File: src/rtl/rf_pkg.sv
// Shared types and helpers for the two-read/one-write register file.
// Holds the clear-engine state type and the address-width rule.
package rf_pkg;

    typedef enum logic {RF_IDLE, RF_CLEAR} rf_state_t;

    function automatic int rf_aw(input int depth);
        return (depth > 1) ? $clog2(depth) : 1;
    endfunction

endpackage

File: src/rtl/rf_clear_ctrl.sv
// Bulk-clear engine: walks the array zeroing one entry per cycle.
// busy is registered and stays high for exactly DEPTH cycles per clear.
module rf_clear_ctrl
    import rf_pkg::*;
#(
    parameter int DEPTH = 8,
    parameter int AW    = rf_aw(DEPTH)
) (
    input  logic          clk,
    input  logic          rst,
    input  logic          clr_req,
    output logic          busy,
    output logic          clr_we,
    output logic [AW-1:0] clr_addr
);

    localparam logic [AW-1:0] LAST = AW'(DEPTH - 1);

    rf_state_t     state;
    logic [AW-1:0] cnt;

    always_ff @(posedge clk or negedge rst) begin
        if (!rst) begin
            state <= RF_IDLE;
            cnt   <= '0;
            busy  <= 1'b0;
        end else begin
            case (state)
                RF_IDLE: begin
                    if (clr_req) begin
                        state <= RF_CLEAR;
                        cnt   <= '0;
                        busy  <= 1'b1;
                    end
                end
                RF_CLEAR: begin
                    // clr_req is deliberately ignored here: a running clear is never restarted.
                    if (cnt == LAST) begin
                        state <= RF_IDLE;
                        cnt   <= '0;
                        busy  <= 1'b0;
                    end else begin
                        cnt <= cnt + 1'b1;
                    end
                end
            endcase
        end
    end

    assign clr_we   = (state == RF_CLEAR);
    assign clr_addr = cnt;

endmodule

File: src/rtl/reg_file_2r1w.sv
// Register file with one byte-masked write port, two registered read ports,
// optional write-to-read bypass, optional zero entry, range checking and bulk clear.
module reg_file_2r1w
    import rf_pkg::*;
#(
    parameter  int WIDTH    = 16,
    parameter  int DEPTH    = 8,
    parameter  int BYPASS   = 1,
    parameter  int ZERO_REG = 0,
    localparam int AW       = rf_aw(DEPTH),
    localparam int BW       = WIDTH / 8
) (
    input  logic             clk,
    input  logic             rst,
    input  logic             wr_en,
    input  logic [AW-1:0]    wr_addr,
    input  logic [WIDTH-1:0] wr_data,
    input  logic [BW-1:0]    wr_be,
    input  logic             rd_en_a,
    input  logic [AW-1:0]    rd_addr_a,
    output logic [WIDTH-1:0] rd_data_a,
    output logic             rd_valid_a,
    input  logic             rd_en_b,
    input  logic [AW-1:0]    rd_addr_b,
    output logic [WIDTH-1:0] rd_data_b,
    output logic             rd_valid_b,
    input  logic             clr_req,
    output logic             busy,
    output logic             addr_err
);

    localparam logic [AW:0] DEPTH_LIM = (AW + 1)'(DEPTH);

    logic [WIDTH-1:0] mem [DEPTH];
    logic [WIDTH-1:0] wr_word;
    logic [WIDTH-1:0] next_a;
    logic [WIDTH-1:0] next_b;
    logic             wr_fire;
    logic             err_now;
    logic             clr_we;
    logic [AW-1:0]    clr_addr;

    function automatic logic in_range(input logic [AW-1:0] a);
        return {1'b0, a} < DEPTH_LIM;
    endfunction

    function automatic logic [WIDTH-1:0] read_mux(input logic [AW-1:0]    a,
                                                  input logic [WIDTH-1:0] stored,
                                                  input logic             hit,
                                                  input logic [WIDTH-1:0] merged);
        if (!in_range(a) || (ZERO_REG != 0 && a == '0)) return '0;
        if (BYPASS != 0 && hit) return merged;
        return stored;
    endfunction

    rf_clear_ctrl #(
        .DEPTH (DEPTH),
        .AW    (AW)
    ) u_clear (
        .clk      (clk),
        .rst      (rst),
        .clr_req  (clr_req),
        .busy     (busy),
        .clr_we   (clr_we),
        .clr_addr (clr_addr)
    );

    // NOTE: combinational blocks use blocking '=' and assign every output a default first, so no latch is inferred.
    always_comb begin
        wr_word = mem[wr_addr];
        for (int i = 0; i < BW; i++) begin
            if (wr_be[i]) wr_word[8*i +: 8] = wr_data[8*i +: 8];
        end
    end

    assign wr_fire = wr_en && !busy && in_range(wr_addr) && !(ZERO_REG != 0 && wr_addr == '0);
    assign err_now = (wr_en && !in_range(wr_addr)) || (rd_en_a && !in_range(rd_addr_a))
                  || (rd_en_b && !in_range(rd_addr_b));

    assign next_a = read_mux(rd_addr_a, mem[rd_addr_a], wr_fire && (rd_addr_a == wr_addr), wr_word);
    assign next_b = read_mux(rd_addr_b, mem[rd_addr_b], wr_fire && (rd_addr_b == wr_addr), wr_word);

    // NOTE: the array is built from flops precisely so that reset can zero every entry; a RAM macro could not.
    always_ff @(posedge clk or negedge rst) begin
        if (!rst) begin
            for (int i = 0; i < DEPTH; i++) mem[i] <= '0;
        end else if (clr_we) begin
            mem[clr_addr] <= '0;
        end else if (wr_fire) begin
            mem[wr_addr] <= wr_word;
        end
    end

    always_ff @(posedge clk or negedge rst) begin
        if (!rst) begin
            rd_data_a  <= '0;
            rd_valid_a <= 1'b0;
            rd_data_b  <= '0;
            rd_valid_b <= 1'b0;
            addr_err   <= 1'b0;
        end else begin
            rd_valid_a <= rd_en_a;
            rd_valid_b <= rd_en_b;
            if (rd_en_a) rd_data_a <= next_a;
            if (rd_en_b) rd_data_b <= next_b;
            addr_err <= err_now;
        end
    end

endmodule

File: config.mk
export PLATFORM = sky130hd
export DESIGN_NAME = reg_file_2r1w
export DESIGN_NICKNAME = d
export VERILOG_FILES = /design/src/rtl/rf_pkg.sv /design/src/rtl/rf_clear_ctrl.sv /design/src/rtl/reg_file_2r1w.sv
export SDC_FILE = /design/constraint.sdc
export NUM_CORES = 1
export LEC_CHECK = 0
export CORE_MARGIN = 4
export CORE_UTILIZATION = 50
export DETAILED_ROUTE_END_ITERATION = 8
export PLACE_DENSITY = 0.69
export SYNTH_ARGS = -nofsm -noshare
export SYNTH_HDL_FRONTEND = slang
export SYNTH_SLANG_ARGS = --single-unit
File: constraint.sdc
create_clock -name clk -period 3.55 [get_ports clk]
set_input_delay 0.355 -clock clk [delete_from_list [all_inputs] [get_ports clk]]
set_output_delay 0.355 -clock clk [all_outputs]
set_load 0.01 [all_outputs]
# Word-level counts from Yosys, hierarchy flattened
# Cells that the tools add are included.
[totals]
inputBits = 33
regBits = 167
elab_cells = 75
out_inout_bits = 36
[classes]
order_cmp = 6
reduce_logical = 8
eq_ne = 5
bitwise_logic = 7
mux = 33
addsub = 1
[op_table]
columns = ["cell", "count"]
rows = [
  ["$mux W128", 2],
  ["$mux W16", 12],
  ["$bmux W16 S3", 3],
  ["$and A128 B128 Y128", 1],
  ["$bwmux W128", 1],
  ["$not A128 Y128", 1],
  ["$demux W16 S3", 2],
  ["$ge A4 B4 Y1 const B", 4],
  ["$mux W8", 2],
  ["$not A3 Y4", 4],
  ["$lt A4 B1 Y1 const B", 2],
  ["$eq A3 B3 Y1", 2],
  ["$mux W1", 6],
  ["$mux W3", 2],
  ["$pmux W3 S2", 1],
  ["$logic_and A1 B1 Y1", 5],
  ["$ne A2 B2 Y1 const B", 2],
  ["$pmux W1 S2", 2],
  ["$add A3 B1 Y3 const B", 1],
  ["$eq A3 B3 Y1 const B", 1],
  ["$reduce_and A2 Y1", 1],
  ["$reduce_bool A2 Y1", 1],
  ["$logic_not A1 Y1", 1],
  ["$not A1 Y1", 1],
]

# Longest topological paths before layout
[logic_depth]
depth_word = 8
mapped_depth = 8

# Cells and area by module
# From an unflattened synthesis, not the netlist that was laid out.
[unflattened]
cells_unflattened = 877
hier_area_um2 = 10192.3
[by_module_without_submodules]
columns = ["mod", "cells_per_inst", "seq_area_each_um2", "area_per_inst_um2", "instances"]
rows = [
  ["reg_file_2r1w", 857, 4053.9, 9943.3, 1],
  ["rf_clear_ctrl", 20, 125.1, 249.0, 1],
]

# Worst setup path before layout
# OpenSTA, ideal clock, no wires.
[synth_path]
kind = "in2reg"
start = "in rd_addr_b[1]"
end = "reg rd_data_b[12]"
stages = 6
arrival_time_ps = 1749
setup_time_ps = 126
path_slack_ps = 1675
required_ps = 3424
path_buffers = 2
cell_sequence = "buf_2 buf_2 mux4_2 mux2i_1 nor2_1 a221o_1"
[synth_via]
elab_chain_cells = 5
elab_cells_between_ends = 8
classes_between = "1 x eq/ne; 5 x mux; 1 x bitwise; 1 x reduce/logical"
[synth_rtl]
columns = ["element", "line", "rtl"]
rows = [
  ["start: declaration", "reg_file_2r1w.sv:24", "input logic [AW-1:0] rd_addr_b,"],
  ["$not A3 Y4 (implied by the code)", "reg_file_2r1w.sv:81", "assign next_b = read_mux(rd_addr_b, mem[rd_addr_b], wr_fire && (rd_addr_b == wr_addr), wr_word);"],
  ["$bmux W16 S3", "reg_file_2r1w.sv:81", ""],
  ["$mux W16 (implied by the code) (2 in series)", "reg_file_2r1w.sv:81", ""],
  ["$mux W16 *", "reg_file_2r1w.sv:53", "return stored;"],
  ["end signal: assignment", "reg_file_2r1w.sv:105", "if (rd_en_b) rd_data_b <= next_b;"],
  ["end: declaration", "reg_file_2r1w.sv:25", "output logic [WIDTH-1:0] rd_data_b,"],
]
# Mark *: on every way between the ends. The rest lies on a longest branch, timed or not. The select of a mux whose other input is x is not followed.
# A chain may end at the register's enable or synchronous reset.

# Final worst setup path
[layout_path]
start = "in wr_addr[2]"
end = "reg rd_data_a[10]"
[layout_via]
elab_chain_cells = 7
elab_cells_between_ends = 10
classes_between = "1 x eq/ne; 7 x mux; 1 x bitwise; 1 x reduce/logical"
[layout_rtl]
columns = ["element", "line", "rtl"]
rows = [
  ["start: declaration", "reg_file_2r1w.sv:16", "input logic [AW-1:0] wr_addr,"],
  ["$not A3 Y4 (implied by the code)", "reg_file_2r1w.sv:70", "wr_word = mem[wr_addr];"],
  ["$bmux W16 S3", "reg_file_2r1w.sv:70", ""],
  ["$mux W16 (implied by the code) (2 in series)", "reg_file_2r1w.sv:70", ""],
  ["$mux W8", "reg_file_2r1w.sv:72", "if (wr_be[i]) wr_word[8*i +: 8] = wr_data[8*i +: 8];"],
  ["$mux W16", "reg_file_2r1w.sv:52", "if (BYPASS != 0 && hit) return merged;"],
  ["$mux W16 *", "reg_file_2r1w.sv:53", ""],
  ["end signal: assignment", "reg_file_2r1w.sv:104", "if (rd_en_a) rd_data_a <= next_a;"],
  ["end: declaration", "reg_file_2r1w.sv:21", "output logic [WIDTH-1:0] rd_data_a,"],
]
# Marked as above.

==> implementation parameters <==
Parameter                              Value

Logic synthesis
  Async set or reset register ratio after synthesis    1.00
  Synth cell types    54
  Average cell area after synthesis    13.0 µm²
  Most instantiated flip-flop cell in the synthesis netlist    dfrtp_1
  Register area share after synthesis    0.424
  Count of flip-flops with a built-in enable after synthesis    0
  Post-Syn Nets    795
  Flip-flop and latch count after synthesis    167
  Cell area after technology mapping    9850 µm²
  Synthesized instance count    760
  Warnings, synthesis    0

Worst setup path
  Worst endpoint data arrival time    2.91 ns
  Biggest fanout along the worst timing path    10
  Data required time at the worst endpoint    3.91 ns
  Critical path type    in2reg
  Critical Path Sink Type    flip-flop
  Startpoint Class    primary input

Min path
  Path class of the lowest-slack min-delay path    in2async

Floorplanning
  Initial standard-cell utilization of the core    0.508
  # IOs    69
  Overall die width    148 µm
  FP Rows    51
  Floorplan core area    19400 µm²
  Area of the die    22000 µm²
  Die span in y    148 µm

Finish
  Post-route cell area    11400 µm²
  Antenna diodes    0
  Fill cells    1546
  Post-synthesis to final-layout area growth    15.5%
  Non-filler cells in the finished layout    1093
  Post-layout net count    850
  Share of cells above drive strength 1    0.287

Power
  Net Switching    1.90 mW
  Internal Pwr Total    3.93 mW
  Part of the power in the clock network    0.328
  Total power divided by cell area    512 nW/µm²
  Worst supply voltage drop on vdd    0.416 mV
  Share of total power in combinational logic    0.264
  Sequential power share    0.408
  Cell leakage power    4.86 nW
  Switching part of the total power    0.326

Detailed routing
  Iter 0 DRT Violations    809
  First-pass iteration count of the detailed router    5
  Drt drc    0
  Routed wire length    32300 µm
  Number of nets with antenna violations after routing    0
  Average via count per standard cell    7.02
  Total via count in the routed design    7677
  Routed length per instance    29.5 µm

STA
  Final hold slack    0.481 ns
  Slew @ Worst Pin    1.34 ns
  Fin crit share    0.718
  Setup tns final    0 ns
  Setup-failing EPs final    0
  Number of max-slew violations in the final report    0
  Worst slew margin relative to its limit    0.103
  Clock period minus worst slack    2.55 ns
  Final Skew    0.0106 ns
  Maximum clock frequency    392 MHz
  Number of endpoints with negative hold slack in the final report    0
  Unrepaired setup endpoints after global routing    no

Clocking
  Number of H-tree levels    4
  Clock-pin slew of the registers on the worst-case setup and hold paths    0.06 ns
  Clk sink count    167
  Number of buffers on the longest clock path    2
  Clock tree from TritonCTS    yes
  Clock latency on the worst-skew pair    0.43 ns
  CTS Buf Count    17
  Clock Tree Root    clkbuf_16
  Setup bufs post-CTS    0

Global routing
  Total routing usage reported by global routing    0.300
  Pin count of the biggest net entering global routing    77
  Global-route wire length before repair    49500 µm
  Remaining Overflow, GRT    0
  Vias in the first global route    8097
  Initial antenna violation count    0

Outcome
  Outcome    finished clean

Placement
  Placed Instances    1060
  Number of I/O port buffers    67
  Half-perimeter wire length of the detailed placement result    20200 µm
  GPL Wtd Cong    0.928
  Cell Area, Placed    10800 µm²

Flow run
  Number of max-cap violations    0
-- layout make-up --
type / count / area (µm²) / area share
multi-input combinational: 516 / 5250 / 0.461
sequential: 167 / 4180 / 0.367
timing repair buffer: 108 / 1000 / 0.0879
clock buffer: 25 / 515 / 0.0453
tap: 265 / 332 / 0.0291
clock inverter: 7 / 90.1 / 0.00792
inverter: 5 / 18.8 / 0.00165
-- metal layers --
metal	GRT usage	part of all wire	vias up
met5	0	0	-
met4	0.152	0.052	0
met1	0.390	0.37	3892
li1	-	-	3164
met3	0.0686	0.10	126
met2	0.476	0.47	495
-- synth_stat cells, drive strengths merged (13+ instances only) --
master | count | area, µm²
mux2i | 31 | 310
nor2b | 19 | 121
mux2 | 34 | 383
a21oi | 21 | 161
mux4 | 77 | 1730
dfrtp | 167 | 4180
nor2 | 16 | 62.6
o221a | 19 | 214
nand2 | 68 | 255
a221oi | 13 | 158
buf | 47 | 313
a22o | 106 | 928
o31ai | 24 | 180
clkbuf | 25 | 93.8
-- worst paths after layout --
check	startpoint	to	slack, ns	depth (start not counted)
min in group clk	rd_data_b[9]	rd_data_b[9]	0.52	1
hold / removal	rst	rd_valid_a	0.48	2
setup reg to reg	u_clear.clr_we	mem[103]	1.24	6
max in group asynchronous	rst	mem[86]	2.19	3
hold reg to reg	rd_data_b[9]	rd_data_b[9]	0.52	1
setup / recovery	wr_addr[2]	rd_data_a[10]	1.0	5
-- placed cells by master, fill, tap and decap left out, drive strengths merged, types with 16 or more instances in the layout --
| cell type | n |
|---|---|
| a22o | 106 |
| clkdlybuf4s50 | 62 |
| o221a | 19 |
| dfrtp | 167 |
| nand2 | 68 |
| o31ai | 24 |
| mux4 | 77 |
| nor2b | 19 |
| buf | 45 |
| mux2i | 31 |
| a21oi | 21 |
| clkbuf | 25 |
| mux2 | 34 |
| nor2 | 16 |
-- worst max-delay path, stage by stage --
cell,delay [ns]
clkdlybuf4s50_1,0.47
nor2b_1,1.04
a221oi_1,0.22
a21oi_2,0.53
o221a_2,0.29
-- flip-flops by register name, summed over array words and instances, names as in the netlist --
name and count:
mem 128, u_clear.clr_we 1, rd_valid_b 1, rd_data_b 16, rd_data_a 16, u_clear.busy 1
rd_valid_a 1, u_clear.clr_addr 3
-- timing repair --
action | in CTS | in global routing
gates resized for setup | 0 | 0
hold buffers | 1 | 0
hold endpoints to repair | 57 | 0
-- kinds of logic after synthesis --
kind of cell,count (synthesis),share of synthesized area
DFF,167,0.424
adders and majority gates,2,0.00254
and+or+nand+nor,143,0.0758
muxes,142,0.246
xor gates and xnor gates,6,0.00534
other,1,0.000381
buffers and inverters,77,0.0432
AOI/OAI and AO/OA,222,0.202
-- power groups by stage --
stage / registers (mW) / clock network, mW / logic [mW]
after floorplan: 2.33 / 0 / 0.926
after global placement: 2.38 / 0 / 1.47
after detailed placement: 2.40 / 0 / 1.51
after CTS: 2.37 / 1.92 / 1.51
after global routing: 2.41 / 1.99 / 1.61
final: 2.38 / 1.91 / 1.54
-- metrics by stage --
stage / power [mW] / setup WS, ns / utilization
after floorplan: 3.25 / 1.67 / -
after global placement: 3.85 / 0.747 / 0.555
after detailed placement: 3.91 / 0.651 / 0.555
after CTS: 5.80 / 1.13 / 0.587
after global routing: 6.01 / 0.874 / 0.587
final: 5.83 / 1.00 / 0.587
(Power assumes the default switching activity.)
